==> src/rtl/c64_bus_ctrl.sv <==
// c64_bus_ctrl: 6510 I/O port, PLA banking and memory routing between the CPU bus and C64 memories.
// Define CHAR_ROM_EN to map the character ROM into $D000-$DFFF when CHAREN=0.
module c64_bus_ctrl #(
  parameter logic [7:0] RESET_DDR  = 8'h00,
  parameter logic [7:0] RESET_PORT = 8'h3F
) (
  input  logic        clk,
  input  logic        reset,
  input  logic [15:0] cpu_ab,
  input  logic [7:0]  cpu_do,
  input  logic        cpu_we,
  output logic [7:0]  cpu_di,
  output logic [15:0] ram_addr,
  output logic [7:0]  ram_wdata,
  output logic        ram_we,
  input  logic [7:0]  ram_rdata,
  output logic [12:0] basic_addr,
  input  logic [7:0]  basic_rdata,
  output logic [12:0] kernal_addr,
  input  logic [7:0]  kernal_rdata,
  output logic [11:0] char_addr,
  input  logic [7:0]  char_rdata,
  output logic [11:0] io_addr,
  output logic        io_cs,
  output logic        io_we,
  output logic [7:0]  io_wdata,
  input  logic [7:0]  io_rdata,
  input  logic [5:0]  port_in,
  output logic [5:0]  port_out,
  output logic [5:0]  port_oe
);
  localparam logic [2:0] SEL_PORT   = 3'd0;
  localparam logic [2:0] SEL_RAM    = 3'd1;
  localparam logic [2:0] SEL_BASIC  = 3'd2;
  localparam logic [2:0] SEL_KERNAL = 3'd3;
  localparam logic [2:0] SEL_CHAR   = 3'd4;
  localparam logic [2:0] SEL_IO     = 3'd5;

  logic [7:0] ddr_q, ddr_d, data_q, data_d, port_rd_q, port_rd_d;
  logic [2:0] sel_q, sel_d;
  logic       loram, hiram, is_port, in_basic, in_kernal, d_mapped, io_sel, char_sel;

  // Undriven (input) port bits read as 1 through the pull-ups.
  assign loram = (ddr_q[0] & data_q[0]) | ~ddr_q[0];
  assign hiram = (ddr_q[1] & data_q[1]) | ~ddr_q[1];

  assign is_port   = cpu_ab[15:1] == 15'd0;
  assign in_basic  = cpu_ab[15:13] == 3'b101;
  assign in_kernal = cpu_ab[15:13] == 3'b111;
  assign d_mapped  = (cpu_ab[15:12] == 4'hD) & (loram | hiram);

`ifdef CHAR_ROM_EN
  logic charen;
  assign charen    = (ddr_q[2] & data_q[2]) | ~ddr_q[2];
  assign io_sel    = d_mapped & charen;
  assign char_sel  = d_mapped & ~charen;
  assign char_addr = cpu_ab[11:0];
`else
  logic unused_char;
  assign unused_char = ^char_rdata;
  assign io_sel      = d_mapped;
  assign char_sel    = 1'b0;
  assign char_addr   = 12'd0;
`endif

  assign ram_addr    = cpu_ab;
  assign ram_wdata   = cpu_do;
  assign basic_addr  = cpu_ab[12:0];
  assign kernal_addr = cpu_ab[12:0];
  assign io_addr     = cpu_ab[11:0];
  assign io_wdata    = cpu_do;
  assign io_cs       = io_sel;
  assign io_we       = cpu_we & io_sel;
  assign ram_we      = cpu_we & ~io_sel;
  assign port_out    = ddr_q[5:0] & data_q[5:0];
  assign port_oe     = ddr_q[5:0];

  always_comb begin
    ddr_d     = (cpu_we && cpu_ab == 16'h0000) ? cpu_do : ddr_q;
    data_d    = (cpu_we && cpu_ab == 16'h0001) ? cpu_do : data_q;
    sel_d     = is_port              ? SEL_PORT   :
                in_basic & loram & hiram ? SEL_BASIC :
                in_kernal & hiram    ? SEL_KERNAL :
                io_sel               ? SEL_IO     :
                char_sel             ? SEL_CHAR   : SEL_RAM;
    port_rd_d = !is_port ? port_rd_q :
                cpu_ab[0] ? {data_q[7:6], (ddr_q[5:0] & data_q[5:0]) | (~ddr_q[5:0] & port_in)} : ddr_q;
  end

  always_comb begin
    cpu_di = sel_q == SEL_PORT   ? port_rd_q    :
             sel_q == SEL_BASIC  ? basic_rdata  :
             sel_q == SEL_KERNAL ? kernal_rdata :
             sel_q == SEL_IO     ? io_rdata     :
`ifdef CHAR_ROM_EN
             sel_q == SEL_CHAR   ? char_rdata   :
`endif
             ram_rdata;
  end

  always_ff @(posedge clk or posedge reset) begin
    if (reset) begin
      ddr_q     <= RESET_DDR;
      data_q    <= RESET_PORT;
      sel_q     <= SEL_RAM;
      port_rd_q <= 8'h00;
    end else begin
      ddr_q     <= ddr_d;
      data_q    <= data_d;
      sel_q     <= sel_d;
      port_rd_q <= port_rd_d;
    end
  end
endmodule
==> config.mk <==
export PLATFORM = sky130hd
export DESIGN_NAME = c64_bus_ctrl
export DESIGN_NICKNAME = d
export VERILOG_FILES = /design/src/rtl/c64_bus_ctrl.sv
export SDC_FILE = /design/constraint.sdc
export NUM_CORES = 1
export LEC_CHECK = 0
export BUFFER_PORTS_ARGS = -buffer_cell sky130_fd_sc_hd__clkbuf_2
export CAP_MARGIN = 20
export CORE_MARGIN = 2
export CORE_UTILIZATION = 30
export CTS_CLUSTER_SIZE = 24
export DETAILED_ROUTE_END_ITERATION = 8
export SLEW_MARGIN = 20
export SYNTH_ARGS = -nofsm -noshare
export SYNTH_HDL_FRONTEND = slang
export SYNTH_SLANG_ARGS = --single-unit
==> constraint.sdc <==
create_clock -name clk -period 3.37 [get_ports clk]
set_input_delay 0 -clock clk [delete_from_list [all_inputs] [get_ports clk]]
set_output_delay 0 -clock clk [all_outputs]
set_load 0.02 [all_outputs]
==> impl_results.md <==
* Post-Synthesis Cell Area at 0.002293 mm2
* Status: complete, no violations
* Hold Crit Class: input port to register
* Cell variety after synth at 33
* Comb power frac at 0.320
* GR Util All Layers at 0.1168
* DRT antenna net count at 0
* Post-synthesis async set-or-reset flop share at 1.000
* Post-layout nets at 398
* Int Pwr at 0.4977 mW
* Clock period minus worst slack at 2.145 ns
* Switching share of power at 0.3421
* Worst vdd ir at 120.7 uV
* Initial DRC count at 33
* H-tree levels at 1
* DR vias at 1,893
* CTS tree: yes
* Final Skew at 0.004583 ns
* Post-synth top area share at 0.2913
* Total gr overflow at 0
* Max-cap violations at 0
* TritonCTS buffer count at 3
* Area grow syn2layout at 14.95%
* Post-route cell area at 0.002636 mm2
* Crit path max fanout at 19
* Part of the power in the clock network at 0.239
* Routed WL at 5.251 mm
* Hold Fails Final Rpt at 0
* Leakage at 1.401 nW
* Crit path kind: register to output port
* CP Data Required Time at 3.37 ns
* First-pass GRT wire length at 8.183 mm
* CTS clock-pin slew for the worst setup and hold paths at 0.09 ns
* Layout fillers at 763
* Clk buf depth at 2
* Mean routed wirelength per cell at 12.41 um
* EDFF count, synth at 0
* FF+latch count, synth at 27
* DR vias/cell at 4.475
* Max_slew headroom at 0.5277
* Most area-hungry cell type in the Yosys netlist: buf_4
* Final setup viols at 0
* Hold WS at 0.01216 ns
* Most common cell after layout, fill and taps aside: clkbuf_2
* Vias in the first global route at 1,717
* Setup TNS at 0 ns
* Cell Rows at 31
* DP Area at 0.002532 mm2
* Max Fclk at 0.4662 GHz
* Switching pwr at 0.2588 mW
* Most used DFF post-synth: dfrtp_1
* Routability cong. at 0.7554
* Io pins at 178
* Chip width at 91.44 um
* Die area at 0.008360 mm2
* Clk_lat worst skew at 0.27 ns
* Critical path launch point type: register
* Drt pass-1 iters at 4
* Worst-margin pin slew at 0.7064 ns
* Core Area at 0.007331 mm2
* Cts repair resizes at 0
* Gate count after technology mapping at 247
* # diodes at 0
* IO buf count at 157
* Die Span Y at 91.44 um
* Worst Path Arrival at 2.15 ns
* RSZ-0062 raised after global routing: no
* Synth Area per Inst at 9.285 um2
* Pwr dens at 286.9 mW/mm2
* Largest net degree at the start of global routing at 28
* Root Buffer: clkbuf_8
* Initial antenna violation count at 0
* Synth area leaders: buf_4 (29%), dfrtp_1 (22%), mux2_2 (12%)
* Number of max-slew violations in the final report at 0
* Ys Warns at 0
* Share of cells above drive strength 1 at 0.6019
* Sequential fraction of the synthesis area at 0.2984
* Critical Path Sink Type: output port
* Seq pwr share at 0.441
* CTS sink count at 27
* Most frequent cells in the layout: clkbuf_2 (157), mux2_2 (24), dfrtp_1 (20)
* DR DRC count at 0
* Tcrit/Tclk final at 0.6365
* Final HPWL DP at 4.357 mm
* Initial core utilization at 0.3129
-- sequential cells by signal, indices dropped and copies added, names as in the netlist --
register / cells
data_q: 8
ddr_q: 8
port_rd_q: 8
sel_q: 3
-- what timing repair did --
action,CTS,global route
hold endpoints to repair,24,0
setup buffers,0,0
hold buffers,4,0
-- area by class of cell --
class | count | area, um2 | area share
Timing Repair Buffer | 162 | 840.8 | 0.3189
Inverter | 3 | 11.26 | 0.004271
Sequential cell | 27 | 684.4 | 0.2596
Tap cell | 99 | 123.9 | 0.04699
Clock inverter | 1 | 7.507 | 0.002848
Clock buffer | 3 | 41.29 | 0.01566
Multi-Input combinational cell | 128 | 927.1 | 0.3517
-- routing by layer --
metal  vias up  track usage  part of all wire
met3         2      0.01826             0.075
met5         -            0                 0
met1       869       0.1580              0.44
li1        942            -                 -
met2        80       0.1936              0.48
met4         0      0.03030            0.0065
-- critical path: stages, from the launching register on --
cell and delay [ns]:
dfrtp_1 0.76, nor2b_1 0.58, a221oi_1 0.18, o22ai_1 0.16
clkbuf_2 0.20
-- worst paths after layout --
check                             start            to  slack (ns)  cells after the start
max in group asynchronous         reset      sel_q[0]        2.48                      4
setup reg to reg              data_q[0]      sel_q[2]        2.14                      2
hold / removal                cpu_do[7]      ddr_q[7]        0.01                      2
hold reg to reg            port_rd_q[7]  port_rd_q[7]        0.50                      2
setup / recovery               sel_q[1]     cpu_di[7]        1.22                      4
min in group asynchronous         reset      ddr_q[5]        0.31                      3
-- cells by family (layout without fill, tap and decap cells) --
group	Yosys count	in the layout	synth area share
flip-flops	27	27	0.2984
AND/OR/NAND/NOR	38	38	0.08893
buffers and inverters	103	169	0.3153
multiplexers	26	26	0.1266
other	1	12	0.001635
AO/OA/AOI/OAI	52	52	0.1691
-- synthesized netlist by cell type, drive strengths merged (2+ instances only) --
master,number
o31ai,4
buf,94
o21ai,2
a21oi,7
nor4,3
clkbuf,6
dfrtp,20
mux2,24
a2111oi,2
nand2,12
nor2b,5
and2,7
a21o,2
a22oi,8
a221oi,16
dfstp,7
o22ai,8
inv,3
mux2i,2
a211oi,2
nor2,5
-- metrics by stage --
stage,util,power [mW],setup WS (ns),instances
finish,0.3596,0.7564,1.225,423
global route,0.3596,0.8007,1.046,423
CTS,0.3576,0.7676,1.206,422
detailed placement,0.3455,0.5786,1.487,414
global placement,0.3455,0.5769,1.495,414
floorplan,-,0.5409,1.743,258
-- power by group through the flow --
stage               clock [mW]  sequential [mW]  combinational (mW)
finish                   0.181            0.333               0.242
global route             0.206            0.335               0.261
CTS                      0.191            0.333               0.243
detailed placement           0            0.339               0.239
global placement             0            0.339               0.237
floorplan                    0            0.332               0.209
Note: power is estimated with default switching activity, not from simulation.
